File: src/rtl/mem_port_arbiter_if.sv
// Bundle of the fetch-side, mem-stage-side and memory-side signals that meet
// at the shared memory port. The arbiter takes the master view; the CPU stages
// and the memory together form the slave view.
interface mem_port_arbiter_if #(
    parameter int unsigned AW = 32,
    parameter int unsigned DW = 32
);
    // Fetch stage
    logic          inst_req;
    logic [AW-1:0] inst_addr;
    logic [DW-1:0] inst_rdata;
    logic          inst_data_ok;

    // Mem stage
    logic          data_req;
    logic          data_wr;
    logic [1:0]    data_size;
    logic [AW-1:0] data_addr;
    logic [DW-1:0] data_wdata;
    logic [DW-1:0] data_rdata;
    logic          data_data_ok;

    // Memory port
    logic          mem_req;
    logic          mem_wr;
    logic [1:0]    mem_size;
    logic [AW-1:0] mem_addr;
    logic [DW-1:0] mem_wdata;
    logic          mem_addr_ok;
    logic          mem_data_ok;
    logic [DW-1:0] mem_rdata;

    modport master (
        input  inst_req, inst_addr,
        output inst_rdata, inst_data_ok,
        input  data_req, data_wr, data_size, data_addr, data_wdata,
        output data_rdata, data_data_ok,
        output mem_req, mem_wr, mem_size, mem_addr, mem_wdata,
        input  mem_addr_ok, mem_data_ok, mem_rdata
    );

    modport slave (
        output inst_req, inst_addr,
        input  inst_rdata, inst_data_ok,
        output data_req, data_wr, data_size, data_addr, data_wdata,
        input  data_rdata, data_data_ok,
        input  mem_req, mem_wr, mem_size, mem_addr, mem_wdata,
        output mem_addr_ok, mem_data_ok, mem_rdata
    );
endinterface

File: src/rtl/mem_port_arbiter.sv
// Shares one split-handshake memory port (address phase, then data phase)
// between the fetch stage and the mem stage. One transaction is in flight at a
// time; completion returns registered read data with a one-cycle done pulse.
module mem_port_arbiter #(
    parameter int unsigned AW = 32,
    parameter int unsigned DW = 32
) (
    input  logic               clk,
    input  logic               rst,
    mem_port_arbiter_if.master bus
);

    localparam logic [1:0] SizeWord = 2'd2;

    typedef enum logic [2:0] {
        StIdle,
        StIAddr,
        StIData,
        StDAddr,
        StDData
    } state_e;

    // Registered state
    state_e        r_state;
    logic          r_last_grant;   // 0: inst granted last, 1: data granted last
    logic          r_wr;
    logic [1:0]    r_size;
    logic [AW-1:0] r_addr;
    logic [DW-1:0] r_wdata;
    logic [DW-1:0] r_inst_rdata;
    logic [DW-1:0] r_data_rdata;
    logic          r_inst_ok;
    logic          r_data_ok;

    // Next-state values
    state_e        w_state_d;
    logic          w_last_grant_d;
    logic          w_wr_d;
    logic [1:0]    w_size_d;
    logic [AW-1:0] w_addr_d;
    logic [DW-1:0] w_wdata_d;
    logic [DW-1:0] w_inst_rdata_d;
    logic [DW-1:0] w_data_rdata_d;
    logic          w_inst_ok_d;
    logic          w_data_ok_d;

    // A requester still holding req during its own done cycle must not be
    // granted again; its done pulse masks its request.
    logic w_inst_valid;
    logic w_data_valid;
    logic w_grant_data;

    assign w_inst_valid = bus.inst_req & ~r_inst_ok;
    assign w_data_valid = bus.data_req & ~r_data_ok;

    // Data wins a tie unless it was also the previous winner.
    assign w_grant_data = w_data_valid & (~w_inst_valid | ~r_last_grant);

    // Next-state logic: grant, address phase, data phase, completion
    always_comb begin
        w_state_d      = r_state;
        w_last_grant_d = r_last_grant;
        w_wr_d         = r_wr;
        w_size_d       = r_size;
        w_addr_d       = r_addr;
        w_wdata_d      = r_wdata;
        w_inst_rdata_d = r_inst_rdata;
        w_data_rdata_d = r_data_rdata;
        w_inst_ok_d    = 1'b0;
        w_data_ok_d    = 1'b0;

        unique case (r_state)
            StIdle: begin
                if (w_grant_data) begin
                    w_state_d      = StDAddr;
                    w_last_grant_d = 1'b1;
                    w_wr_d         = bus.data_wr;
                    w_size_d       = bus.data_size;
                    w_addr_d       = bus.data_addr;
                    w_wdata_d      = bus.data_wdata;
                end else if (w_inst_valid) begin
                    w_state_d      = StIAddr;
                    w_last_grant_d = 1'b0;
                    w_wr_d         = 1'b0;
                    w_size_d       = SizeWord;
                    w_addr_d       = bus.inst_addr;
                    w_wdata_d      = '0;
                end
            end

            StIAddr: begin
                if (bus.mem_addr_ok) begin
                    if (bus.mem_data_ok) begin
                        // Both phases finished in the same cycle
                        w_state_d      = StIdle;
                        w_inst_rdata_d = bus.mem_rdata;
                        w_inst_ok_d    = 1'b1;
                    end else begin
                        w_state_d = StIData;
                    end
                end
            end

            StIData: begin
                if (bus.mem_data_ok) begin
                    w_state_d      = StIdle;
                    w_inst_rdata_d = bus.mem_rdata;
                    w_inst_ok_d    = 1'b1;
                end
            end

            StDAddr: begin
                if (bus.mem_addr_ok) begin
                    if (bus.mem_data_ok) begin
                        w_state_d      = StIdle;
                        w_data_rdata_d = bus.mem_rdata;
                        w_data_ok_d    = 1'b1;
                    end else begin
                        w_state_d = StDData;
                    end
                end
            end

            StDData: begin
                if (bus.mem_data_ok) begin
                    // Stores also capture mem_rdata; its value is meaningless
                    w_state_d      = StIdle;
                    w_data_rdata_d = bus.mem_rdata;
                    w_data_ok_d    = 1'b1;
                end
            end

            default: begin
                w_state_d = StIdle;
            end
        endcase
    end

    // State and output registers with synchronous reset
    always_ff @(posedge clk) begin
        if (rst) begin
            r_state      <= StIdle;
            r_last_grant <= 1'b0;
            r_wr         <= 1'b0;
            r_size       <= 2'd0;
            r_addr       <= '0;
            r_wdata      <= '0;
            r_inst_rdata <= '0;
            r_data_rdata <= '0;
            r_inst_ok    <= 1'b0;
            r_data_ok    <= 1'b0;
        end else begin
            r_state      <= w_state_d;
            r_last_grant <= w_last_grant_d;
            r_wr         <= w_wr_d;
            r_size       <= w_size_d;
            r_addr       <= w_addr_d;
            r_wdata      <= w_wdata_d;
            r_inst_rdata <= w_inst_rdata_d;
            r_data_rdata <= w_data_rdata_d;
            r_inst_ok    <= w_inst_ok_d;
            r_data_ok    <= w_data_ok_d;
        end
    end

    // Attribute lines come straight from the latches so they stay stable for
    // the whole address phase.
    assign bus.mem_req      = (r_state == StIAddr) || (r_state == StDAddr);
    assign bus.mem_wr       = r_wr;
    assign bus.mem_size     = r_size;
    assign bus.mem_addr     = r_addr;
    assign bus.mem_wdata    = r_wdata;
    assign bus.inst_rdata   = r_inst_rdata;
    assign bus.inst_data_ok = r_inst_ok;
    assign bus.data_rdata   = r_data_rdata;
    assign bus.data_data_ok = r_data_ok;

endmodule

File: src/flat_wrapper.sv
// flat-port wrapper written by rule: the top's interface ports become plain ports
module mem_port_arbiter_flat 
#(
    parameter int unsigned AW = 32,
    parameter int unsigned DW = 32
)
  (clk, rst, bus_inst_req, bus_inst_addr, bus_inst_rdata, bus_inst_data_ok, bus_data_req, bus_data_wr, bus_data_size, bus_data_addr, bus_data_wdata, bus_data_rdata, bus_data_data_ok, bus_mem_req, bus_mem_wr, bus_mem_size, bus_mem_addr, bus_mem_wdata, bus_mem_addr_ok, bus_mem_data_ok, bus_mem_rdata);
  mem_port_arbiter_if #(.AW(AW), .DW(DW)) bus_i ();
  input  logic clk;
  input  logic rst;
  input wire logic [$bits(bus_i.inst_req)-1:0] bus_inst_req;
  input wire logic [$bits(bus_i.inst_addr)-1:0] bus_inst_addr;
  output wire logic [$bits(bus_i.inst_rdata)-1:0] bus_inst_rdata;
  output wire logic [$bits(bus_i.inst_data_ok)-1:0] bus_inst_data_ok;
  input wire logic [$bits(bus_i.data_req)-1:0] bus_data_req;
  input wire logic [$bits(bus_i.data_wr)-1:0] bus_data_wr;
  input wire logic [$bits(bus_i.data_size)-1:0] bus_data_size;
  input wire logic [$bits(bus_i.data_addr)-1:0] bus_data_addr;
  input wire logic [$bits(bus_i.data_wdata)-1:0] bus_data_wdata;
  output wire logic [$bits(bus_i.data_rdata)-1:0] bus_data_rdata;
  output wire logic [$bits(bus_i.data_data_ok)-1:0] bus_data_data_ok;
  output wire logic [$bits(bus_i.mem_req)-1:0] bus_mem_req;
  output wire logic [$bits(bus_i.mem_wr)-1:0] bus_mem_wr;
  output wire logic [$bits(bus_i.mem_size)-1:0] bus_mem_size;
  output wire logic [$bits(bus_i.mem_addr)-1:0] bus_mem_addr;
  output wire logic [$bits(bus_i.mem_wdata)-1:0] bus_mem_wdata;
  input wire logic [$bits(bus_i.mem_addr_ok)-1:0] bus_mem_addr_ok;
  input wire logic [$bits(bus_i.mem_data_ok)-1:0] bus_mem_data_ok;
  input wire logic [$bits(bus_i.mem_rdata)-1:0] bus_mem_rdata;
  assign bus_i.inst_req = bus_inst_req;
  assign bus_i.inst_addr = bus_inst_addr;
  assign bus_inst_rdata = bus_i.inst_rdata;
  assign bus_inst_data_ok = bus_i.inst_data_ok;
  assign bus_i.data_req = bus_data_req;
  assign bus_i.data_wr = bus_data_wr;
  assign bus_i.data_size = bus_data_size;
  assign bus_i.data_addr = bus_data_addr;
  assign bus_i.data_wdata = bus_data_wdata;
  assign bus_data_rdata = bus_i.data_rdata;
  assign bus_data_data_ok = bus_i.data_data_ok;
  assign bus_mem_req = bus_i.mem_req;
  assign bus_mem_wr = bus_i.mem_wr;
  assign bus_mem_size = bus_i.mem_size;
  assign bus_mem_addr = bus_i.mem_addr;
  assign bus_mem_wdata = bus_i.mem_wdata;
  assign bus_i.mem_addr_ok = bus_mem_addr_ok;
  assign bus_i.mem_data_ok = bus_mem_data_ok;
  assign bus_i.mem_rdata = bus_mem_rdata;
  mem_port_arbiter #(.AW(AW), .DW(DW)) u_core (.clk(clk), .rst(rst), .bus(bus_i));
endmodule
File: config.mk
export PLATFORM = sky130hd
export DESIGN_NAME = mem_port_arbiter_flat
export DESIGN_NICKNAME = d
export VERILOG_FILES = /design/src/rtl/mem_port_arbiter_if.sv /design/src/rtl/mem_port_arbiter.sv /design/src/flat_wrapper.sv
export SDC_FILE = /design/constraint.sdc
export NUM_CORES = 1
export LEC_CHECK = 0
export ABC_AREA = 1
export BUFFER_PORTS_ARGS = -buffer_cell sky130_fd_sc_hd__buf_2
export CORE_AREA = 8 8 124 126
export CTS_CLUSTER_DIAMETER = 150
export DETAILED_ROUTE_END_ITERATION = 7
export DIE_AREA = 0 0 132 134
export PLACE_DENSITY = 0.78
export SETUP_SLACK_MARGIN = 0.15
export SLEW_MARGIN = 10
export SYNTH_ARGS = -nofsm -noshare
export SYNTH_HDL_FRONTEND = slang
export SYNTH_SLANG_ARGS = --single-unit
File: constraint.sdc
create_clock -name clk -period 1.5 [get_ports clk]
set_clock_uncertainty 0.2 [all_clocks]
set_input_delay 0.45 -clock clk [delete_from_list [all_inputs] [get_ports clk]]
set_output_delay 0.45 -clock clk [all_outputs]
set_load 0.005 [all_outputs]
==> qor.txt, run 1 <==
Root buffer cell - clkbuf_16
Fill count - 911
CTS Hold Bufs - 0
RSZ-0062 raised after global routing - true
WP data required - 1.66 ns
Die Footprint - 17700 µm²
DRC Markers - 0
Synth top area cells - dfxtp_1, nor2_1, nand2_1
Ports - 271
Seq. cell area - 2920 µm²
1st-pass router iterations - 5
CP endpoint kind - register
Final #Nets - 1243
Bufs and invs on worst path - 6
Layout cells sized above 1 - 0.577
Leak - 4.90 nW
Worst EP arrival - 1.91 ns
Compound-gate portion of the synthesized area - 0.0952
PortBufs - 270
Vias in the first global route - 6320
DR vias/cell - 5.11
Cells after synthesis - 762
Post-detail-place hpwl - 13.0 mm
Status - finished, violations left
Starting density of the core - 0.397
Seq/Total Area, Yosys - 0.511
Failing checks - setup timing
Slew HR - 0.761
Clk sink count - 137
Worst min path class - in2reg
Post-DR wirelength/cell - 18.4 µm
Total power - 19.4 mW
Achievable frequency - 569 MHz
Setup Crit Path Kind - reg2reg
Simple-gate share of the synthesized area - 0.315
Post-synth top area cell - dfxtp_1
CTS buffer count - 17
VDD IR max - 1.09 mV
Synth cell types - 20
Floorplan Core Area - 13500 µm²
Antenna violations before repair - 1
Antenna Nets Post-Route - 0
DR vias - 6631
Pwr dens - 1970 nW/µm²
Post-synth top area share - 0.511
Xor/xnor share of the synthesized area - 0
CTS clk-pin slew, worst paths - 0.06 ns
Worst-skew pair later-pin latency - 0.41 ns
Row count - 43
Max-Cap Viols - 0
Largest net degree at the start of global routing - 72
Die Y - 134 µm
Largest family of logic cells by synthesized area - simple AND/OR/NAND/NOR gates
Critical path's top delay family - buffers and inverters
Adder-cell area share of the yosys netlist - 0
Detailed router's first-iteration violation count - 595
Die X-Extent - 132 µm
Yosys warns - 0
Area of the multi-input gates - 2620 µm²
Gr ovfl total - 0
First-pass GRT wire length - 33.0 mm
GRT Total Usage - 0.229
Final hold violations - 0
Avg Cell Area, Syn - 7.04 µm²
Final worst slack - -0.256 ns
Clock Tree Buf Depth - 2
Syn Std Cell Area - 5360 µm²
CP max stage delay - 0.32 ns
H-Tree Depth - 4
Final setup vio count - 173
CTS tree - done
Critical Path, Cell by Cell - inv_2 -> buf_6 -> buf_6 -> nand2_4 -> nor2_4 -> buf_12 -> buf_12 -> nor2_1 -> nor2_1 -> nand2_1 -> inv_1
Max Fanout on Critical Path - 7
Slowest CP cell - dfxtp_2
Setup slack, reg-to-reg - -0.26 ns
Syn Nets - 899
GP Congestion - 0.817
Slew Limit Fails - 0
# diodes - 0
Critical path launch point type - register
Layout area overhead - 83.6%
Seq cells post-synth - 137
Final Util - 0.729
Actual slew at the worst max-slew pin - 0.359 ns
Mux share of post-synthesis cell area - 0
Final WL - 23.8 mm
Post-layout minimum cycle time - 1.76 ns
Fin crit share - 1.17
-- placed cells by master (no fill, tap or decap), types with 22 or more instances in the layout --
| master | netlist | routed |
|---|---|---|
| nand2_1 | 183 | 173 |
| a21oi_1 | 37 | 37 |
| buf_2 | 20 | 163 |
| dfxtp_2 | 0 | 133 |
| inv_1 | 45 | 40 |
| buf_4 | 2 | 56 |
| nor2_2 | 1 | 40 |
| buf_6 | 4 | 118 |
| o21ai_0 | 61 | 35 |
| nor2_1 | 198 | 148 |
| clkbuf_16 | 0 | 22 |
-- logic make-up after synthesis --
family	after synthesis
flops	137
simple gates	428
buf+inv	95
compound gates	102
-- stage by stage --
| step | setup TNS, ns | area (µm²) | hold WS, ns | std cells | setup slack (ns) |
|---|---|---|---|---|---|
| 3_5_place_dp | -27.20 | 7170 | 0.249 | 1202 | -0.335 |
| 4_1_cts | -14.91 | 9090 | 0.0398 | 1272 | -0.191 |
| 2_1_floorplan | 0 | 5540 | 0.241 | 762 | 0.0605 |
| 6_report | -15.54 | 9850 | 0.0779 | 1298 | -0.256 |
| 3_3_place_gp | -24.96 | 7170 | 0.246 | 1202 | -0.287 |
| 5_1_grt | -26.97 | 9850 | 0.0707 | 1298 | -0.315 |
-- path summary, 6_finish.rpt --
path	from	end	depth (start not counted)
worst min-delay path	bus_mem_rdata[23]	u_core.bus.inst_rdata[23]	3
worst min register to register	u_core.bus.mem_wdata[25]	u_core.bus.mem_wdata[25]	2
worst max register to register	u_core.r_state[2]	u_core.bus.mem_addr[0]	11
worst max-delay path	u_core.r_state[2]	u_core.bus.mem_addr[0]	11
-- worst register-to-register path, cell delays in order, from the launching register on --
cell     delay, ns
dfxtp_2       0.32
inv_2         0.08
buf_6         0.11
buf_6         0.09
nand2_4       0.05
nor2_4        0.16
buf_12        0.17
buf_12        0.14
nor2_1        0.05
nor2_1        0.16
nand2_1       0.10
inv_1         0.06
-- Yosys cell counts --
master / instances
nor2_1: 198
nand2_1: 183
dfxtp_1: 137
o21ai_0: 61
inv_1: 45
a21oi_1: 37
nand3_1: 37
buf_2: 20
clkbuf_1: 18
buf_6: 4
inv_2: 4
o21ai_1: 4
nand2_2: 3
nor2_4: 3
buf_1: 2
buf_4: 2
nand4_1: 1
nor2_2: 1
nor3_1: 1
or2_2: 1
-- layout make-up --
cell class                 instances  share of cell area
sequential                       137               0.297
tap                              180              0.0229
inverter                          49              0.0207
timing repair buffer             370               0.332
multi-input combinational        530               0.266
clock buffer                      20              0.0464
clock inverter                    11              0.0149
timing repair inverter             1            0.000635
-- sequential cells by signal, indices dropped and copies added (netlist names) --
name,cells
u_core.bus.data_data_ok,1
u_core.bus.data_rdata,32
u_core.bus.inst_data_ok,1
u_core.bus.inst_rdata,32
u_core.bus.mem_addr,32
u_core.bus.mem_size,2
u_core.bus.mem_wdata,32
u_core.bus.mem_wr,1
u_core.r_last_grant,1
u_core.r_state,3
-- metal layers --
layer  wire length, µm  track usage
met5                13            0
met2             12100        0.397
met1              8420        0.245
met3              2520        0.101
met4               824       0.0753
-- power breakdown --
part / internal (mW) / switching, mW / leakage (nW) / total, mW
Combinational: 5.09 / 4.24 / 3.43 / 9.33
Clock: 2.70 / 1.61 / 0.292 / 4.30
Sequential: 4.95 / 0.825 / 1.18 / 5.77
Total: 12.7 / 6.67 / 4.90 / 19.4
-- timing repair --
item | 4_1_cts | 5_1_grt
gates resized for setup | 311 | 104
setup endpoints to repair | 271 | 271
pin swaps | 26 | 37
setup buffers | 32 | 20
gates cloned | 7 | 6
Power figures use the tool's default switching activity.
==> run 2, diff against run 1 <==
--- a/config.mk
+++ b/config.mk
@@ -7,11 +7,13 @@
 export LEC_CHECK = 0
 export ABC_AREA = 1
 export BUFFER_PORTS_ARGS = -buffer_cell sky130_fd_sc_hd__buf_2
-export CORE_AREA = 8 8 124 126
+export CELL_PAD_IN_SITES_DETAIL_PLACEMENT = 0
+export CELL_PAD_IN_SITES_GLOBAL_PLACEMENT = 1
+export CORE_AREA = 8 8 148 150
 export CTS_CLUSTER_DIAMETER = 150
 export DETAILED_ROUTE_END_ITERATION = 7
-export DIE_AREA = 0 0 132 134
-export PLACE_DENSITY = 0.78
+export DIE_AREA = 0 0 156 158
+export PLACE_DENSITY = 0.79
 export SETUP_SLACK_MARGIN = 0.15
 export SLEW_MARGIN = 10
 export SYNTH_ARGS = -nofsm -noshare
==> run 2 against run 1 <==
Sequential share of layout area shrank 2.5 points. Critical path depth shrank 7. Cell area grew 9.2%. Flip-flop and latch count is the same. Cell count grew 8.5%. Routed wire length shrank 7.9%. Global-route usage shrank 6.7 points. Critical endpoint is now bus_mem_req. Register-to-register slack gained 0.08 ns. The flow still finishes with violations (setup timing). Setup slack gained 0.069 ns. Count of clock-buffer cells in the layout shrank 1. Sequential power is essentially flat.
==> qor.txt, run 2 (synthesis results as in run 1) <==
CTS buffer count - 17
Final Util - 0.546
Worst R2R End - u_core.bus.inst_rdata[29]
Starting density of the core - 0.272
1st-pass router iterations - 8
Ports - 271
Root buffer cell - clkbuf_16
GP Congestion - 0.825
Largest net degree at the start of global routing - 42
H-Tree Depth - 4
WP data required - 0.85 ns
Seq. cell area - 2920 µm²
Die X-Extent - 156 µm
CP endpoint kind - output pin
Clock power frac - 0.222
Leak - 5.11 nW
RSZ-0062 raised after global routing - true
Area of the multi-input gates - 3050 µm²
Most frequent cells in the layout - buf_2, nand2_1, dfxtp_2
Setup TNS - -13.86 ns
Dpl ws - -0.205 ns
PortBufs - 270
Fin crit share - 1.12
Final hold violations - 0
Seq pwr share - 0.291
GRT Total Usage - 0.162
Die Y - 158 µm
Clock Tree Buf Depth - 2
Slew Limit Fails - 0
Critical Path Start - u_core.r_state[2]
Row count - 52
Post-detail-place hpwl - 14.2 mm
Floorplan Core Area - 19700 µm²
Final Cell Area - 10800 µm²
Failing checks - setup timing
Final WL - 21.9 mm
Setup slack, reg-to-reg - -0.18 ns
Post-DR wirelength/cell - 15.6 µm
Worst EP arrival - 1.04 ns
Detailed router's first-iteration violation count - 280
DR vias/cell - 4.38
Layout area overhead - 101%
Status - finished, violations left
First-pass GRT wire length - 31.5 mm
Hold Path Sink - u_core.bus.inst_rdata[22]
Net Sw Power - 6.79 mW
Worst r2r src - u_core.r_state[2]
Final setup vio count - 208
Clk sink count - 137
CTS clk-pin slew, worst paths - 0.07 ns
CTS tree - done
DP Area - 7440 µm²
Antenna violations before repair - 0
Worst reg2reg path depth - 10
Critical path launch point type - register
CP max stage delay - 0.32 ns
Worst min path class - in2reg
Fill count - 1775
Final worst slack - -0.187 ns
# diodes - 0
VDD IR max - 0.786 mV
Commonest non-fill, non-tap cell in the layout - buf_2
Vias in the first global route - 6007
Actual slew at the worst max-slew pin - 0.367 ns
DRC Markers - 0
Final #Nets - 1262
Post-layout minimum cycle time - 1.69 ns
Gr ovfl total - 0
Comb pwr share - 0.487
Slowest CP cell - dfxtp_2
Achievable frequency - 593 MHz
Switching share of power - 0.344
DR vias - 6169
Die Footprint - 24600 µm²
CTS Hold Bufs - 0
Pint - 12.9 mW
Slew HR - 0.753
Layout cells sized above 1 - 0.663
Max Fanout on Critical Path - 2
Worst Min Path Start - bus_mem_rdata[22]
Worst Hold Depth - 3
Pwr dens - 1840 nW/µm²
Worst-skew pair later-pin latency - 0.42 ns
Setup Crit Path Kind - reg2out
Antenna Nets Post-Route - 0
Critical Path, Cell by Cell - inv_2 -> nand2_4 -> inv_4 -> buf_6
Max-Cap Viols - 0
==> run 2: area by class of cell <==
type                    instances  area share
inverters                      49      0.0206
clock inverters                13      0.0147
flip-flops and latches        137       0.271
multi-input cells             530       0.284
clock buffers                  19      0.0421
well taps                     270      0.0314
repair buffers                390       0.336
==> run 2: power groups by stage <==
stage / registers, mW / logic (mW) / clock network, mW
after global placement: 5.30 / 5.55 / 0
after global routing: 5.86 / 10.4 / 4.62
final: 5.74 / 9.62 / 4.38
after detailed placement: 5.31 / 5.60 / 0
after CTS: 5.62 / 7.54 / 4.46
after floorplan: 5.38 / 2.96 / 0
==> run 2: stage by stage <==
step                power [mW]  std cells  hold slack, ns
finish                    19.7       1408          0.0666
global route              20.9       1408          0.0476
CTS                       17.6       1365          0.0479
detailed placement        10.9       1307           0.247
global placement          10.9       1307           0.244
floorplan                 8.35        762           0.241
==> run 2: how the worst max path moves through the flow <==
stage / end / slack [ns] / cells past startpoint
floorplan: u_core.bus.mem_addr[6] / 0.06 / 10
global placement: u_core.bus.mem_addr[15] / -0.18 / 11
detailed placement: u_core.bus.mem_addr[6] / -0.20 / 11
CTS: bus_mem_req / -0.18 / 4
global route: u_core.bus.mem_addr[29] / -0.27 / 11
finish: bus_mem_req / -0.19 / 4
==> run 2: critical path: cells and delay by family, from the launching register on <==
family        cells  cell delay [ns]
flops             1             0.32
buf+inv           3             0.25
simple gates      1             0.07
==> run 2: repair_timing <==
action	in CTS	in global routing
buffers inserted	18	38
pin swaps	19	52
gates resized for setup	327	271
cloned	8	5
endpoints found under the hold margin	0	0
setup endpoints to repair	271	271
==> run 2: layer usage <==
metal	share of wire	vias to the layer above	GRT usage
met5	0	-	0
met4	0.015	0	0.0545
met3	0.092	19	0.0666
met2	0.48	208	0.268
met1	0.41	2839	0.187
li1	-	3103	-
==> run 3, diff against run 2 <==
--- a/config.mk
+++ b/config.mk
@@ -9,11 +9,12 @@
 export BUFFER_PORTS_ARGS = -buffer_cell sky130_fd_sc_hd__buf_2
 export CELL_PAD_IN_SITES_DETAIL_PLACEMENT = 0
 export CELL_PAD_IN_SITES_GLOBAL_PLACEMENT = 1
-export CORE_AREA = 8 8 148 150
+export CORE_AREA = 8 8 146 148
+export CTS_BUF_LIST = sky130_fd_sc_hd__clkbuf_8
 export CTS_CLUSTER_DIAMETER = 150
 export DETAILED_ROUTE_END_ITERATION = 7
-export DIE_AREA = 0 0 156 158
-export PLACE_DENSITY = 0.79
+export DIE_AREA = 0 0 154 156
+export PLACE_DENSITY = 0.81
 export SETUP_SLACK_MARGIN = 0.15
 export SLEW_MARGIN = 10
 export SYNTH_ARGS = -nofsm -noshare
==> run 3 against run 2 <==
The run still ends with setup timing left. Hold slack worse by 0.028 ns. Sequential power grew 0.7%. Non-clock buffer count fell by 5. Critical path type is now reg2reg. Largest cell class unchanged.
==> qor.txt, run 3 (synthesis results as in run 1) <==
Die X-Extent - 154 µm
Antenna violations before repair - 1
Final setup vio count - 238
Critical path's top delay family - simple AND/OR/NAND/NOR gates
Vias in the first global route - 5948
Floorplan Core Area - 19100 µm²
CP endpoint kind - register
GP Congestion - 0.784
Leak - 5.02 nW
Clk sink count - 137
Slew HR - 0.854
Bufs and invs on worst path - 3
Fill count - 1745
Worst min path class - in2reg
Layout cells sized above 1 - 0.597
Clock Tree Buf Depth - 2
Area of the multi-input gates - 2830 µm²
Final WL - 23.1 mm
Setup slack, reg-to-reg - -0.21 ns
Die Footprint - 24000 µm²
Setup Crit Path Kind - reg2reg
DR vias/cell - 4.58
Ports - 271
Worst EP arrival - 1.83 ns
DRC Markers - 0
VDD IR max - 0.718 mV
Layout area overhead - 89.6%
1st-pass router iterations - 5
DP Area - 7260 µm²
PortBufs - 270
Gr ovfl total - 0
Final Cell Area - 10200 µm²
CTS buffer count - 17
Post-DR wirelength/cell - 16.9 µm
GRT Total Usage - 0.174
RSZ-0062 raised after global routing - true
Commonest non-fill, non-tap cell in the layout - nand2_1
Final worst slack - -0.213 ns
Die Y - 156 µm
Total power - 18.6 mW
Achievable frequency - 584 MHz
Status - finished, violations left
DR vias - 6265
Root buffer cell - clkbuf_8
Critical Path, Cell by Cell - nor2_4 -> nand2_4 -> nor2_4 -> buf_8 -> clkinv_8 -> clkbuf_16 -> nand2_1 -> a21oi_1
Antenna Nets Post-Route - 0
Failing checks - setup timing
Critical path launch point type - register
Post-layout minimum cycle time - 1.71 ns
Final #Nets - 1257
Row count - 51
H-Tree Depth - 4
# diodes - 0
Most frequent cell on the critical path - nor2_4
Starting density of the core - 0.281
Final hold violations - 0
First-pass GRT wire length - 33.0 mm
Most frequent cells in the layout - nand2_1, buf_2, nor2_1
Slowest CP cell - dfxtp_4
Actual slew at the worst max-slew pin - 0.219 ns
Pwr dens - 1830 nW/µm²
Seq. cell area - 2940 µm²
Max-Cap Viols - 0
CTS clk-pin slew, worst paths - 0.08 ns
CP max stage delay - 0.37 ns
WP data required - 1.62 ns
Fin crit share - 1.14
Largest net degree at the start of global routing - 52
Slew Limit Fails - 0
Detailed router's first-iteration violation count - 286
CTS tree - done
Max Fanout on Critical Path - 8
Post-detail-place hpwl - 13.9 mm
Worst-skew pair later-pin latency - 0.44 ns
[run 3: cell count changes in the layout (fill, tap and decap cells not counted), moves of 12 or more]
cell,before,now
buf_12,27,15
nor2_4,39,20
clkbuf_16,22,7
nand2_2,21,6
clkbuf_8,2,18
o21ai_1,8,20
o21ai_2,49,10
o21ai_0,8,33
nor2_1,130,154
[run 3: layout make-up]
cell class,instances,share of cell area
Tap cell,238,0.0293
Clock inverter,12,0.00800
Timing Repair Buffer,385,0.349
Multi-Input combinational cell,530,0.279
Sequential cell,137,0.289
Clock buffer,18,0.0244
Inverter,49,0.0213
[run 3: final timing paths]
check,startpoint,endpoint,cells past startpoint
max reg2reg,u_core.r_state[1],u_core.bus.mem_wdata[16],8
min,bus_mem_rdata[9],u_core.bus.inst_rdata[9],3
min reg2reg,u_core.bus.mem_wdata[27],u_core.bus.mem_wdata[27],2
max,u_core.r_state[1],u_core.bus.mem_wdata[16],8
[run 3: metrics by stage]
| step | setup TNS [ns] | cells | setup slack, ns | hold WS [ns] | util |
|---|---|---|---|---|---|
| final | -19.44 | 1369 | -0.213 | 0.0384 | 0.533 |
| after global routing | -37.28 | 1369 | -0.300 | 0.00401 | 0.533 |
| after CTS | -24.34 | 1330 | -0.251 | 0.000414 | 0.472 |
| after detailed placement | -19.76 | 1263 | -0.282 | 0.250 | 0.381 |
| after global placement | -17.37 | 1263 | -0.275 | 0.246 | 0.381 |
| after floorplan | 0 | 762 | 0.0605 | 0.241 | - |
[run 3: repair_timing]
| item | CTS | global route |
|---|---|---|
| hold buffers | 8 | 0 |
| setup buffers | 18 | 32 |
| gates cloned | 11 | 7 |
| pin swaps | 5 | 47 |
| setup endpoints to repair | 271 | 271 |
| gates resized for setup | 279 | 207 |
| endpoints found under the hold margin | 8 | 0 |
[run 3: routing by layer]
layer,GRT usage,share of wire,vias to the layer above
met1,0.199,0.40,2885
li1,-,-,3085
met2,0.293,0.50,266
met4,0.0453,0.014,2
met3,0.0762,0.093,27
met5,0,0.00056,-
[run 3: worst register-to-register path, delay by kind of cell (launching register included)]
family | cells | cell delay [ns]
AND/OR/NAND/NOR | 4 | 0.50
buffers and inverters | 3 | 0.47
flip-flops | 1 | 0.37
AO/OA/AOI/OAI | 1 | 0.07
[run 3: where the power goes]
| part | switching [mW] | leakage [nW] | total, mW | internal, mW |
|---|---|---|---|---|
| sequential | 0.824 | 1.18 | 5.78 | 4.95 |
| combinational | 4.47 | 3.68 | 10.1 | 5.66 |
| clock | 1.53 | 0.168 | 2.69 | 1.16 |
| total | 6.82 | 5.02 | 18.6 | 11.8 |
